===== src/rtl/vga_scanout_fsm.sv =====
`default_nettype none
// ============================================================================
// Module      : vga_scanout_fsm
// Description : Read side of the NES frame buffer. Produces 640x480@60 VGA
//               timing, shows the 256x240 image doubled 2x in both axes and
//               centred horizontally, fetches pixels from vga_mem and expands
//               each byte to 12-bit RGB.
// Revision    : 1.0 - initial release
// ----------------------------------------------------------------------------
// Ports
//   clk          in   1   system clock
//   rst          in   1   synchronous reset, active-high
//   pix_ce       in   1   pixel clock enable
//   vga_row      out  10  image row read address (0..239)
//   vga_col      out  10  image col read address (0..255)
//   vga_data     in   8   vga_mem read data, valid 1 clk after address
//   hsync        out  1   horizontal sync, active-low
//   vsync        out  1   vertical sync, active-low
//   de           out  1   display enable
//   red/green/blue out 4  pixel colour
//   vblank       out  1   high while the line counter is in vertical blanking
//   frame_start  out  1   single-clk pulse when counters wrap to (0,0)
// Configuration
//   NES_PALETTE_LUT_EN : when defined, the pixel byte indexes a 64-entry
//                        NES 2C02 palette (d[5:0]); otherwise RGB332 expand.
// ============================================================================
module vga_scanout_fsm #(
    parameter int          H_VIS      = 640,
    parameter int          H_FP       = 16,
    parameter int          H_SYNC     = 96,
    parameter int          H_BP       = 48,
    parameter int          V_VIS      = 480,
    parameter int          V_FP       = 10,
    parameter int          V_SYNC     = 2,
    parameter int          V_BP       = 33,
    parameter int          IMG_W      = 256,
    parameter int          IMG_H      = 240,
    parameter int          H_OFF      = 64,
    parameter logic [11:0] BORDER_RGB = 12'h000
) (
    input  logic       clk,
    input  logic       rst,
    input  logic       pix_ce,
    output logic [9:0] vga_row,
    output logic [9:0] vga_col,
    input  logic [7:0] vga_data,
    output logic       hsync,
    output logic       vsync,
    output logic       de,
    output logic [3:0] red,
    output logic [3:0] green,
    output logic [3:0] blue,
    output logic       vblank,
    output logic       frame_start
);

    localparam logic [9:0] c_h_last   = 10'(H_VIS + H_FP + H_SYNC + H_BP - 1);
    localparam logic [9:0] c_v_last   = 10'(V_VIS + V_FP + V_SYNC + V_BP - 1);
    localparam logic [9:0] c_h_vis    = 10'(H_VIS);
    localparam logic [9:0] c_v_vis    = 10'(V_VIS);
    localparam logic [9:0] c_hs_start = 10'(H_VIS + H_FP);
    localparam logic [9:0] c_hs_end   = 10'(H_VIS + H_FP + H_SYNC);
    localparam logic [9:0] c_vs_start = 10'(V_VIS + V_FP);
    localparam logic [9:0] c_vs_end   = 10'(V_VIS + V_FP + V_SYNC);
    localparam logic [9:0] c_img_x0   = 10'(H_OFF);
    localparam logic [9:0] c_img_x1   = 10'(H_OFF + 2 * IMG_W);
    localparam logic [9:0] c_img_y1   = 10'(2 * IMG_H);

    // Stage 0: raster counters
    logic [9:0] r_h_cnt;
    logic [9:0] r_v_cnt;
    logic       w_h_wrap;
    logic       w_v_wrap;

    // Stage 0 decodes
    logic       w_img;
    logic       w_vis;
    logic       w_hs_raw;
    logic       w_vs_raw;
    logic [9:0] w_img_col;
    logic [9:0] w_img_row;

    // Stage 1: address and control, aligned with the outstanding read
    logic [9:0] r_vga_row;
    logic [9:0] r_vga_col;
    logic       r_s1_img;
    logic       r_s1_vis;
    logic       r_s1_hs;
    logic       r_s1_vs;

    // Stage 2: outputs
    logic [11:0] r_rgb;
    logic        r_de;
    logic        r_hsync;
    logic        r_vsync;
    logic        r_frame_start;

    function automatic logic [11:0] colour(input logic [7:0] d);
`ifdef NES_PALETTE_LUT_EN
        logic [11:0] c;
        c = 12'h000;
        case (d[5:0])
            6'h00: c = 12'h777; 6'h01: c = 12'h00F; 6'h02: c = 12'h00B; 6'h03: c = 12'h42B;
            6'h04: c = 12'h908; 6'h05: c = 12'hA02; 6'h06: c = 12'hA10; 6'h07: c = 12'h810;
            6'h08: c = 12'h530; 6'h09: c = 12'h070; 6'h0A: c = 12'h060; 6'h0B: c = 12'h050;
            6'h0C: c = 12'h045; 6'h0D: c = 12'h000; 6'h0E: c = 12'h000; 6'h0F: c = 12'h000;
            6'h10: c = 12'hBBB; 6'h11: c = 12'h07F; 6'h12: c = 12'h05F; 6'h13: c = 12'h64F;
            6'h14: c = 12'hD0C; 6'h15: c = 12'hE05; 6'h16: c = 12'hF30; 6'h17: c = 12'hE51;
            6'h18: c = 12'hA70; 6'h19: c = 12'h0B0; 6'h1A: c = 12'h0A0; 6'h1B: c = 12'h0A4;
            6'h1C: c = 12'h088; 6'h1D: c = 12'h000; 6'h1E: c = 12'h000; 6'h1F: c = 12'h000;
            6'h20: c = 12'hFFF; 6'h21: c = 12'h3BF; 6'h22: c = 12'h68F; 6'h23: c = 12'h97F;
            6'h24: c = 12'hF7F; 6'h25: c = 12'hF59; 6'h26: c = 12'hF75; 6'h27: c = 12'hFA4;
            6'h28: c = 12'hFB0; 6'h29: c = 12'hBF1; 6'h2A: c = 12'h5D5; 6'h2B: c = 12'h5F9;
            6'h2C: c = 12'h0ED; 6'h2D: c = 12'h777; 6'h2E: c = 12'h000; 6'h2F: c = 12'h000;
            6'h30: c = 12'hFFF; 6'h31: c = 12'hAEF; 6'h32: c = 12'hBBF; 6'h33: c = 12'hDBF;
            6'h34: c = 12'hFBF; 6'h35: c = 12'hFAC; 6'h36: c = 12'hFDB; 6'h37: c = 12'hFEA;
            6'h38: c = 12'hFD7; 6'h39: c = 12'hDF7; 6'h3A: c = 12'hBFB; 6'h3B: c = 12'hBFD;
            6'h3C: c = 12'h0FF; 6'h3D: c = 12'hFDF; 6'h3E: c = 12'h000; 6'h3F: c = 12'h000;
            default: c = 12'h000;
        endcase
        return c;
`else
        // RGB332 expansion: replicate the MSBs into the vacant LSBs so that
        // full-scale inputs map to full-scale outputs.
        return {d[7:5], d[7], d[4:2], d[4], d[1:0], d[1:0]};
`endif
    endfunction

    assign w_h_wrap = (r_h_cnt == c_h_last);
    assign w_v_wrap = (r_v_cnt == c_v_last);

    assign w_vis     = (r_h_cnt < c_h_vis) && (r_v_cnt < c_v_vis);
    assign w_img     = (r_h_cnt >= c_img_x0) && (r_h_cnt < c_img_x1) && (r_v_cnt < c_img_y1);
    assign w_hs_raw  = !((r_h_cnt >= c_hs_start) && (r_h_cnt < c_hs_end));
    assign w_vs_raw  = !((r_v_cnt >= c_vs_start) && (r_v_cnt < c_vs_end));
    // Each image pixel spans two screen pixels/lines, hence the halving.
    assign w_img_col = (r_h_cnt - c_img_x0) >> 1;
    assign w_img_row = r_v_cnt >> 1;

    // Stage 0: counters
    always_ff @(posedge clk) begin
        if (rst) begin
            r_h_cnt <= 10'd0;
            r_v_cnt <= 10'd0;
        end else if (pix_ce) begin
            if (w_h_wrap) begin
                r_h_cnt <= 10'd0;
                r_v_cnt <= w_v_wrap ? 10'd0 : r_v_cnt + 10'd1;
            end else begin
                r_h_cnt <= r_h_cnt + 10'd1;
            end
        end
    end

    // frame_start is produced every clk (not gated by pix_ce) so it is
    // exactly one clk wide even when pix_ce stays low afterwards.
    always_ff @(posedge clk) begin
        if (rst) begin
            r_frame_start <= 1'b0;
        end else begin
            r_frame_start <= pix_ce && w_h_wrap && w_v_wrap;
        end
    end

    // Stage 1: read address (held outside the image) and control flags
    always_ff @(posedge clk) begin
        if (rst) begin
            r_vga_row <= 10'd0;
            r_vga_col <= 10'd0;
            r_s1_img  <= 1'b0;
            r_s1_vis  <= 1'b0;
            r_s1_hs   <= 1'b1;
            r_s1_vs   <= 1'b1;
        end else if (pix_ce) begin
            if (w_img) begin
                r_vga_row <= w_img_row;
                r_vga_col <= w_img_col;
            end
            r_s1_img <= w_img;
            r_s1_vis <= w_vis;
            r_s1_hs  <= w_hs_raw;
            r_s1_vs  <= w_vs_raw;
        end
    end

    // Stage 2: the read data for the stage-1 address has settled by the next
    // pix_ce, so it is captured and converted here in one step.
    always_ff @(posedge clk) begin
        if (rst) begin
            r_rgb   <= 12'h000;
            r_de    <= 1'b0;
            r_hsync <= 1'b1;
            r_vsync <= 1'b1;
        end else if (pix_ce) begin
            if (r_s1_img) begin
                r_rgb <= colour(vga_data);
            end else if (r_s1_vis) begin
                r_rgb <= BORDER_RGB;
            end else begin
                r_rgb <= 12'h000;
            end
            r_de    <= r_s1_vis;
            r_hsync <= r_s1_hs;
            r_vsync <= r_s1_vs;
        end
    end

    assign vga_row     = r_vga_row;
    assign vga_col     = r_vga_col;
    assign hsync       = r_hsync;
    assign vsync       = r_vsync;
    assign de          = r_de;
    assign red         = r_rgb[11:8];
    assign green       = r_rgb[7:4];
    assign blue        = r_rgb[3:0];
    assign vblank      = (r_v_cnt >= c_v_vis);
    assign frame_start = r_frame_start;

endmodule
`default_nettype wire

===== config.mk =====
export PLATFORM = sky130hd
export DESIGN_NAME = vga_scanout_fsm
export DESIGN_NICKNAME = d
export VERILOG_FILES = /design/src/rtl/vga_scanout_fsm.sv
export SDC_FILE = /design/constraint.sdc
export NUM_CORES = 1
export LEC_CHECK = 0
export CAP_MARGIN = 15
export CORE_AREA = 2 2 76 78
export CTS_BUF_LIST = sky130_fd_sc_hd__clkbuf_16
export DETAILED_ROUTE_END_ITERATION = 8
export DIE_AREA = 0 0 78 80
export GPL_TIMING_DRIVEN = 0
export PLACE_DENSITY = 0.75
export SLEW_MARGIN = 40
export SYNTH_ARGS = -nofsm -noshare
export SYNTH_HDL_FRONTEND = slang
export SYNTH_SLANG_ARGS = --single-unit

===== constraint.sdc =====
create_clock -name clk -period 2.7 [get_ports clk]
set_input_delay 0.81 -clock clk [delete_from_list [all_inputs] [get_ports clk]]
set_output_delay 0.81 -clock clk [all_outputs]
set_load 0.02 [all_outputs]

# Word level (Yosys, flattened, before mapping)
# Cells that the tools add are included.
classes:
  mux: 3
  n_reduce_logical: 11
  eq_ne: 2
  magnitude_cmp: 9
  addsub: 3
op_table:
  columns: ["operator", "count"]
  rows:
  - ["< comparator 10 bit, second input constant", 3]
  - ["adder 10 x 1 -> 10 bit, second input constant", 2]
  - ["equality test 10 bit, second input constant", 2]
  - [">= comparator 10 x 9 -> 1 bit, second input constant", 2]
  - ["< comparator 10 x 9 -> 1 bit, second input constant", 2]
  - ["two-way mux 10 bit", 2]
  - ["two-way mux 12 bit", 1]
  - [">= comparator 10 bit, second input constant", 1]
  - [">= comparator 10 x 7 -> 1 bit, second input constant", 1]
  - ["subtractor 10 x 7 -> 10 bit, second input constant", 1]
  - ["logical AND 1 bit", 7]
  - ["AND reduction 2 bit", 2]
  - ["zero test 1 bit", 2]
word_totals:
  reg_bits: 58
  word_cells: 41
  output_inout_bits: 37
  input_bits: 11

# Longest topological paths before layout
# Gate-level depths: netlist (run 1).
logic_depth:
  word_depth: 4
  ltp_mapped: 9
  mapped_depth_nobuf: 6

# Worst setup path before layout (run 1)
# No wires, ideal clock.
synth_timing:
  path_kind: "input to register"
  from: "input pix_ce"
  to: "register r_v_cnt[7]"
  path_stages: 6
  arrival_time_ns: 1.912
  setup_slack_ns: 0.718
  n_path_buf: 2
  t_required_ns: 2.630
  path_cell_list: "clkbuf_2 and4_1 buf_2 nand4_2 or4_1 a21oi_1"
synth_between:
  elab_chain_cells: 1
synth_rtl:
  columns: ["item", "line", "text"]
  rows:
  - ["from (decl)", "43", "input logic pix_ce,"]
  - ["AND reduction 2 bit (no source line)", null, null]
  - ["to (signal assigned)", "148", "r_v_cnt <= w_v_wrap ? 10'd0 : r_v_cnt + 10'd1;"]
  - ["to (decl)", "71", "logic [9:0] r_v_cnt;"]
# No other way between the ends.
# A chain may end at the register's enable or synchronous reset.

# Worst setup path in the final report (run 1)
layout_timing:
  from: "register r_v_cnt[6]"
  to: "output vblank"
layout_between:
  elab_chain_cells: 1
layout_rtl:
  columns: ["item", "line", "text"]
  rows:
  - [">= comparator 10 x 9 -> 1 bit", "216", "assign vblank = (r_v_cnt >= c_v_vis);"]
  - ["to (decl)", "53", "output logic vblank,"]
# No other way between the ends.

==> results of run 1 <==
==> worst min path at each step <==
stage,from,to,depth (start not counted)
3_3_place_gp,r_s1_vis,r_s1_vis,2
2_1_floorplan,r_s1_hs,hsync,1
6_report,vga_row[7],vga_row[7],2
4_1_cts,vga_row[7],vga_row[7],2
5_1_grt,vga_col[3],vga_col[3],2
3_5_place_dp,r_s1_vs,r_s1_vs,1
==> synth_stat cells (all sizes together), types with 9 or more instances <==
| library cell | count |
|---|---|
| a21oi | 12 |
| a22oi | 9 |
| buf | 17 |
| clkbuf | 10 |
| dfxtp | 54 |
| ha | 10 |
| nand2 | 12 |
| nand2b | 20 |
| nand4b | 13 |
| nor2 | 25 |
| o21ai | 20 |
==> sequential cells by signal, indices dropped and copies added (netlist names) <==
name and flops:
r_h_cnt 10, r_v_cnt 10, vga_col 9, vga_row 9
r_rgb 8, de 1, frame_start 1, hsync 1
r_s1_hs 1, r_s1_img 1, r_s1_vis 1, r_s1_vs 1
vsync 1
==> cells by family (layout without fill, tap and decap cells) <==
group	after synthesis	after routing	synth area share [%]
xor+xnor	12	12	4.01
fa+ha+maj	10	10	4.77
buf+inv	35	87	7.68
mux	2	2	0.764
other cells	1	2	0.143
compound gates	56	56	16.0
simple gates	112	112	25.4
flops	54	54	41.2
==> stage by stage <==
step	hold WS, ns	worst slack, ns
finish	0.475	0.186
global route	0.498	0.145
CTS	0.478	0.201
detailed placement	0.465	0.116
global placement	0.455	0.107
floorplan	0.439	0.718
==> layout make-up <==
type	instances	area share, %
buffer	27	5.20
clock buffer	5	3.80
clock inverter	3	0.493
inverter	8	0.911
multi-input combinational	194	40.7
sequential	54	32.8
tap	72	2.73
timing repair buffer	44	13.4
==> metal layers <==
metal	vias to the layer above	track usage (%)
met1	1032	27.0
met2	45	31.9
met5	-	0
met4	0	7.02
li1	1093	-
met3	8	2.38
==> where the power goes <==
part	leakage [uW]	internal, uW	total, uW	switching (uW)
sequential	0.000436	803	811	7.66
clock	0.0000689	339	622	282
combinational	0.000662	39.7	84.0	44.4
total	0.00117	1180	1520	334
==> critical path, stage by stage (launching register included) <==
cell             delay, ns
dfxtp_1               0.49
a41o_4                0.30
clkdlybuf4s50_1       0.62
==> out/results.ini, run 1 <==
[synthesis]
yosysSeqAreaShare_pct=41.2
yosys_warnings=0
ys_types=48
synth.top_cells.by_area=dfxtp_1 41%, ha_1 4.8%, nand2b_1 4.5%, nand4b_1 4.3%, nor2_1 3.6%
syn-cell-area_sq_um=2620
synth_largest_area_cell=dfxtp_1
synth_ff_type=dfxtp_1
synthArstFlopShare_pct=0
avgSynthCellArea_sq_um=9.30
synthCells=282
synth_edf_count=0
synth_top_area_share_pct=41.2
ys_ff_latch=54

[detailed_routing]
postRouteAntennaNets=0
post-route-drc-count=0
wl_met1_um=2800
drtIter0Drc=82
wl_met2_um=2730
topRoutingLayerUsed=met4
wl_per_cell_um=14.4
routed_wirelength_um=5840
dr.pass1.iters=4
vias=2178
via_per_inst=5.35
dr_wl_met3_um=220

[setup_path]
crit_path_end=vblank
crit_start=r_v_cnt[6]
cp.required_ns=1.89
path_max_fanout=8
reg2reg_setup_slack_ns=0.67
setup.worst_path.end_class=primary output
arrival_ns=1.70
crit_type=reg2out
startpoint_type=register
r2r_start=r_h_cnt[7]
rr_worst_depth=9
regToRegEndpoint=vga_row[8]

[placed_design]
placed_area_sq_um=3160
hpwl_um=4150
post-place-cells=399
port_buffers=44
place_congestion=0.826

[finish]
stdcell_area_sq_um=3300
num_antenna_cells=0
seqCellArea_sq_um=1080
drive_gt1_share_pct=11.9
final_common_cell=dfxtp_1
layout_common_cells=54 x dfxtp_1, 44 x clkdlybuf4s50_1, 25 x nor2_1
areaGrowthSynthToFinish_pct=25.8
fill_cells=504
stdcell_count=407
finalCoreUtilization_pct=61.0
multi_input_area_sq_um=1340
fin_nets=355

[global_routing]
grt-ovfl-total=0
grt_max_degree=17
antenna_found_initial=0
grt_pass1_wl_um=9880
grt_usage_pct=19.7
grt_pass1_vias=2050

[clock_network]
cts_setup_buffers=0
clk_path_buf_depth=2
ctsResizeCount=0
cts.sinks=54
cts_tree=done
root_buffer=clkbuf_16
cts_buffers=5
h-tree-depth=2
path_clk_slew_ns=0.07
cts_hold_buf=0
clock_latency_ns=0.29

[pwr]
power_uw=1520
p_leak_uw=0.00117
irDropWorstVdd_mv=0.269
power_density_nw_per_um2=460

[run_status]
outcome=finished, final reports clean

[timing]
period_share_pct=93.1
worst_slew_pin_slew_ns=0.581
clock.fmax_mhz=398
period_minus_slack_ns=2.51
finalClockSkew_ns=0.00662
setup_viol=0
finalHoldViolCount=0
slew_viol_final=0
relSlewSlack_pct=61.3
grt_setup_unrepaired=false
timing.setup.tns_ns=0

[floorplan]
coreArea_sq_um=5410
die-width_um=78
num_rows=27
pin_count=48
initial_core_util_pct=48.5
die_h_um=80
die-area_sq_um=6240

[min_path]
worstHoldPathType=reg2reg

[run]
drv_cap=0

No activity file was read; power rests on OpenSTA's default activity.
==> run 2: changes to the inputs <==
CELL_PAD_IN_SITES_DETAIL_PLACEMENT = 0   (was default)
CELL_PAD_IN_SITES_GLOBAL_PLACEMENT = 1   (was default)
CORE_AREA = 2 2 83 85   (was 2 2 76 78)
DIE_AREA = 0 0 85 87   (was 0 0 78 80)
PLACE_DENSITY = default   (was 0.75)
PLACE_DENSITY_LB_ADDON = 0.1   (was default)
==> run 2 against run 1 <==
  * Wire length up 2.1%
  * Sequential share of layout area decreased by 0.062 points
  * Die area increased by 19%
  * First-iteration DRC count up 13%
  * Clock skew is 0.00090 ns lower
  * Register-to-register slack is essentially flat
  * Global-route usage down 2.3 points
  * Worst setup slack better by 0.021 ns
  * Combinational power shrank 0.6%
  * Clock-buffer cell count unchanged
  * Critical path type unchanged
==> out/results.ini, run 2 (synthesis results as in run 1) <==
[run_status]
outcome=finished, final reports clean

[clock_network]
cts_hold_buf=0
cts_tree=done
clk_path_buf_depth=2
ctsResizeCount=0
cts_buffers=5
clock_latency_ns=0.29
h-tree-depth=2
root_buffer=clkbuf_16
cts_setup_buffers=0
cts.sinks=54
path_clk_slew_ns=0.07

[setup_path]
r2r_start=r_h_cnt[7]
rr_worst_depth=9
crit_start=r_v_cnt[6]
critPathBufInv=1
startpoint_type=register
cpMaxStageDelayCell=clkdlybuf4s50_1
regToRegEndpoint=vga_row[8]
cpLargestDelayFamily=buffers and inverters
max_stage_delay_ns=0.61
reg2reg_setup_slack_ns=0.66
path_max_fanout=8
cp.required_ns=1.89
arrival_ns=1.68
crit_cells=2
path_cells=a41o_4, clkdlybuf4s50_1
setup.worst_path.end_class=primary output
crit_path_end=vblank
crit_type=reg2out

[finish]
layout_common_cells=54 x dfxtp_1, 44 x clkdlybuf4s50_1, 25 x nor2_1
stdcell_count=415
largestRegisters=r_h_cnt: 10 flops, r_v_cnt: 10 flops
multi_input_area_sq_um=1340
seqCellArea_sq_um=1080
num_antenna_cells=0
fin_nets=355
final_common_cell=dfxtp_1
stdcell_area_sq_um=3300
areaGrowthSynthToFinish_pct=26.0
fill_cells=625
drive_gt1_share_pct=11.9
finalCoreUtilization_pct=50.3

[global_routing]
grt-ovfl-total=0
grt_pass1_vias=2072
grt_usage_pct=17.4
grt_pass1_wl_um=10300
grt_max_degree=16
antenna_found_initial=0

[detailed_routing]
routed_wirelength_um=5970
vias=2136
dr.pass1.iters=4
via_per_inst=5.15
drtIter0Drc=93
wl_per_cell_um=14.4
postRouteAntennaNets=0
post-route-drc-count=0

[floorplan]
die-area_sq_um=7400
die_h_um=87
pin_count=48
initial_core_util_pct=39.9
die-width_um=85
coreArea_sq_um=6570
num_rows=30

[placed_design]
placed_area_sq_um=3170
place_congestion=0.866
port_buffers=44
hpwl_um=4410
post-place-cells=407

[timing]
slew_viol_final=0
relSlewSlack_pct=62.0
period_minus_slack_ns=2.49
timing.setup.tns_ns=0
period_share_pct=92.3
finalClockSkew_ns=0.00573
finalHoldViolCount=0
grt_setup_unrepaired=false
setup_viol=0
worst_slew_pin_slew_ns=0.570
clock.fmax_mhz=401

[run]
drv_cap=0

[pwr]
power_uw=1500
power_density_nw_per_um2=454
p_leak_uw=0.00117
irDropWorstVdd_mv=0.279

[min_path]
worstHoldPathType=reg2reg

-- run 2: changes by cell type in the layout (fill, tap and decap cells not counted), sizes merged --
cell    previous run  this run
clkinv             3         2
inv                8         9
-- run 2: worst min path at each step --
stage | from | end | slack, ns | depth (start not counted)
global placement | r_s1_vis | r_s1_vis | 0.45 | 2
finish | r_s1_vis | r_s1_vis | 0.47 | 2
detailed placement | r_s1_vis | r_s1_vis | 0.46 | 2
CTS | r_s1_vis | r_s1_vis | 0.47 | 2
global route | vga_col[0] | vga_col[0] | 0.48 | 2
floorplan | r_s1_hs | hsync | 0.44 | 1
-- run 2: power by group --
part | internal [uW] | switching (uW)
Combinational | 39.5 | 44.0
Clock | 336 | 270
Sequential | 803 | 6.67
-- run 2: tightest hold or removal path: stages (launching register included) --
cell,delay [ns]
dfxtp_1,0.31
nand2_1,0.06
a21oi_1,0.05
-- run 2: metrics by stage --
stage               hold slack (ns)  setup WS [ns]
floorplan                     0.439          0.718
CTS                           0.468          0.216
global route                  0.484          0.160
finish                        0.469          0.208
detailed placement            0.460          0.154
global placement              0.451          0.103
-- run 2: final cells by class --
type	count	area share, %
Clock inverter	3	0.379
Multi-Input combinational cell	194	40.6
Sequential cell	54	32.7
Inverter	8	0.909
Clock buffer	5	3.79
Tap cell	80	3.03
Timing Repair Buffer	44	13.3
Buffer	27	5.19
-- run 2: metal layers --
layer / global-route usage, % / share of wire (%)
met3: 3.41 / 4.3
met5: 0 / 0
met2: 27.8 / 44
met4: 4.33 / 0.85
met1: 24.0 / 51
==> run 3: changes to the inputs <==
CORE_AREA = 5 5 86 88   (was 2 2 83 85)
DIE_AREA = 0 0 91 93   (was 0 0 85 87)
MAX_ROUTING_LAYER = met4   (was default)
==> run 3 against run 2 <==
  * Register-to-register slack hardly changed
  * Design area is 1.7% higher
  * Via count is 0.14% higher
  * Die area is 14% higher
  * Sequential share of layout area is 0.55 points lower
  * Sequential cell count stayed put
  * Cell count stayed put
  * Clock skew is 0.0013 ns lower
  * Critical path depth stayed put
  * Clock power is 35% higher
  * Largest power group is now clock
==> out/results.ini, run 3 (synthesis results as in run 1) <==
[run_status]
outcome=finished, final reports clean

[setup_path]
startpoint_type=register
critPathBufInv=1
reg2reg_setup_slack_ns=0.67
cp.required_ns=1.89
setup.worst_path.end_class=primary output
max_stage_delay_ns=0.61
path_max_fanout=8
cpMaxStageDelayCell=clkdlybuf4s50_1
cpLargestDelayFamily=buffers and inverters
path_cells=a41o_4, clkdlybuf4s50_1
crit_type=reg2out
arrival_ns=1.70

[finish]
fin_nets=355
final_common_cell=dfxtp_1
num_antenna_cells=0
fill_cells=641
stdcell_area_sq_um=3360
finalCoreUtilization_pct=51.1
areaGrowthSynthToFinish_pct=28.2
drive_gt1_share_pct=12.5
layout_common_cells=54 x dfxtp_1, 44 x clkdlybuf4s50_1, 25 x nor2_1
largestRegisters=r_h_cnt: 10 flops, r_v_cnt: 10 flops

[timing]
clock.fmax_mhz=398
grt_setup_unrepaired=false
slew_viol_final=0
period_share_pct=93.0
setup_viol=0
finalHoldViolCount=0
relSlewSlack_pct=60.7
finalClockSkew_ns=0.00439
worst_slew_pin_slew_ns=0.590
timing.setup.tns_ns=0
period_minus_slack_ns=2.51

[floorplan]
pin_count=48
die-area_sq_um=8460
die-width_um=91
initial_core_util_pct=39.9
die_h_um=93
num_rows=30
coreArea_sq_um=6570

[pwr]
power_frac_comb_pct=5.0
power_density_nw_per_um2=511
swShare_pct=19.8
seqPwrFrac_pct=47.2
p_leak_uw=0.00119
power_switching_uw=340
p_int_uw=1380
power.share.clock_pct=47.8
power_uw=1720
irDropWorstVdd_mv=0.278

[min_path]
worstHoldPathType=reg2reg

[clock_network]
path_clk_slew_ns=0.07
root_buffer=clkbuf_16
clk_path_buf_depth=2
cts_tree=done
cts_setup_buffers=0
ctsResizeCount=0
cts_hold_buf=0
cts.sinks=54
cts_buffers=5
clock_latency_ns=0.29
h-tree-depth=2

[global_routing]
grt_pass1_wl_um=10400
grt_usage_pct=15.4
grt_pass1_vias=2094
grt-ovfl-total=0
grt_max_degree=18
antenna_found_initial=0

[detailed_routing]
vias=2139
routed_wirelength_um=6160
drtIter0Drc=142
wl_per_cell_um=14.8
via_per_inst=5.15
post-route-drc-count=0
dr.pass1.iters=4
postRouteAntennaNets=0

[placed_design]
placed_area_sq_um=3170
place_congestion=0.909
hpwl_um=4550
port_buffers=44

[run]
drv_cap=0

==> run 3: cell count changes in the layout (fill, tap and decap cells not counted) <==
cell and change:
inv_1 -1, clkinv_1 -1, clkinv_2 -1, clkinv_4 +1
bufinv_16 +2
==> run 3: final cells by class <==
class	instances	area (sq um)	area share, %
multi-input combinational	194	1340	40.0
sequential	54	1080	32.2
timing repair buffer	44	440	13.1
buffer	27	171	5.10
clock buffer	5	125	3.72
tap	80	100	2.98
clock inverter	3	68.8	2.05
inverter	8	30.0	0.894
==> run 3: tightest hold or removal path: stages (launching register included) <==
cell and delay, ns:
dfxtp_1 0.31, nand2b_1 0.06, o21ai_0 0.06
==> run 3: path summary, 6_finish.rpt <==
| kind | startpoint | endpoint | cells past startpoint |
|---|---|---|---|
| setup reg to reg | r_h_cnt[7] | vga_row[8] | 9 |
| hold / removal | vga_row[1] | vga_row[1] | 2 |
| setup / recovery | r_v_cnt[6] | vblank | 2 |
| hold reg to reg | vga_row[1] | vga_row[1] | 2 |
==> run 3: power by group through the flow <==
stage | Combinational, uW | Clock, uW | Sequential, uW
2_1_floorplan | 48.6 | 0 | 830
3_3_place_gp | 84.6 | 0 | 828
3_5_place_dp | 85.5 | 0 | 828
4_1_cts | 85.9 | 839 | 810
5_1_grt | 95.1 | 880 | 811
6_report | 85.2 | 820 | 810
==> run 3: metal layers <==
metal  vias to the layer above  track usage (%)  routed length, um
met5                         -                -                  0
met2                        41             23.7               2740
met3                         6             3.38                294
met4                         0             3.67                 60
met1                       995             20.8               3070
li1                       1097                -                  -
==> run 3: through the flow <==
step	cells	setup WS (ns)	hold WS, ns
after floorplan	283	0.718	0.439
after global placement	407	0.103	0.452
after detailed placement	407	0.120	0.462
after CTS	415	0.188	0.469
after global routing	415	0.136	0.493
final	415	0.188	0.470
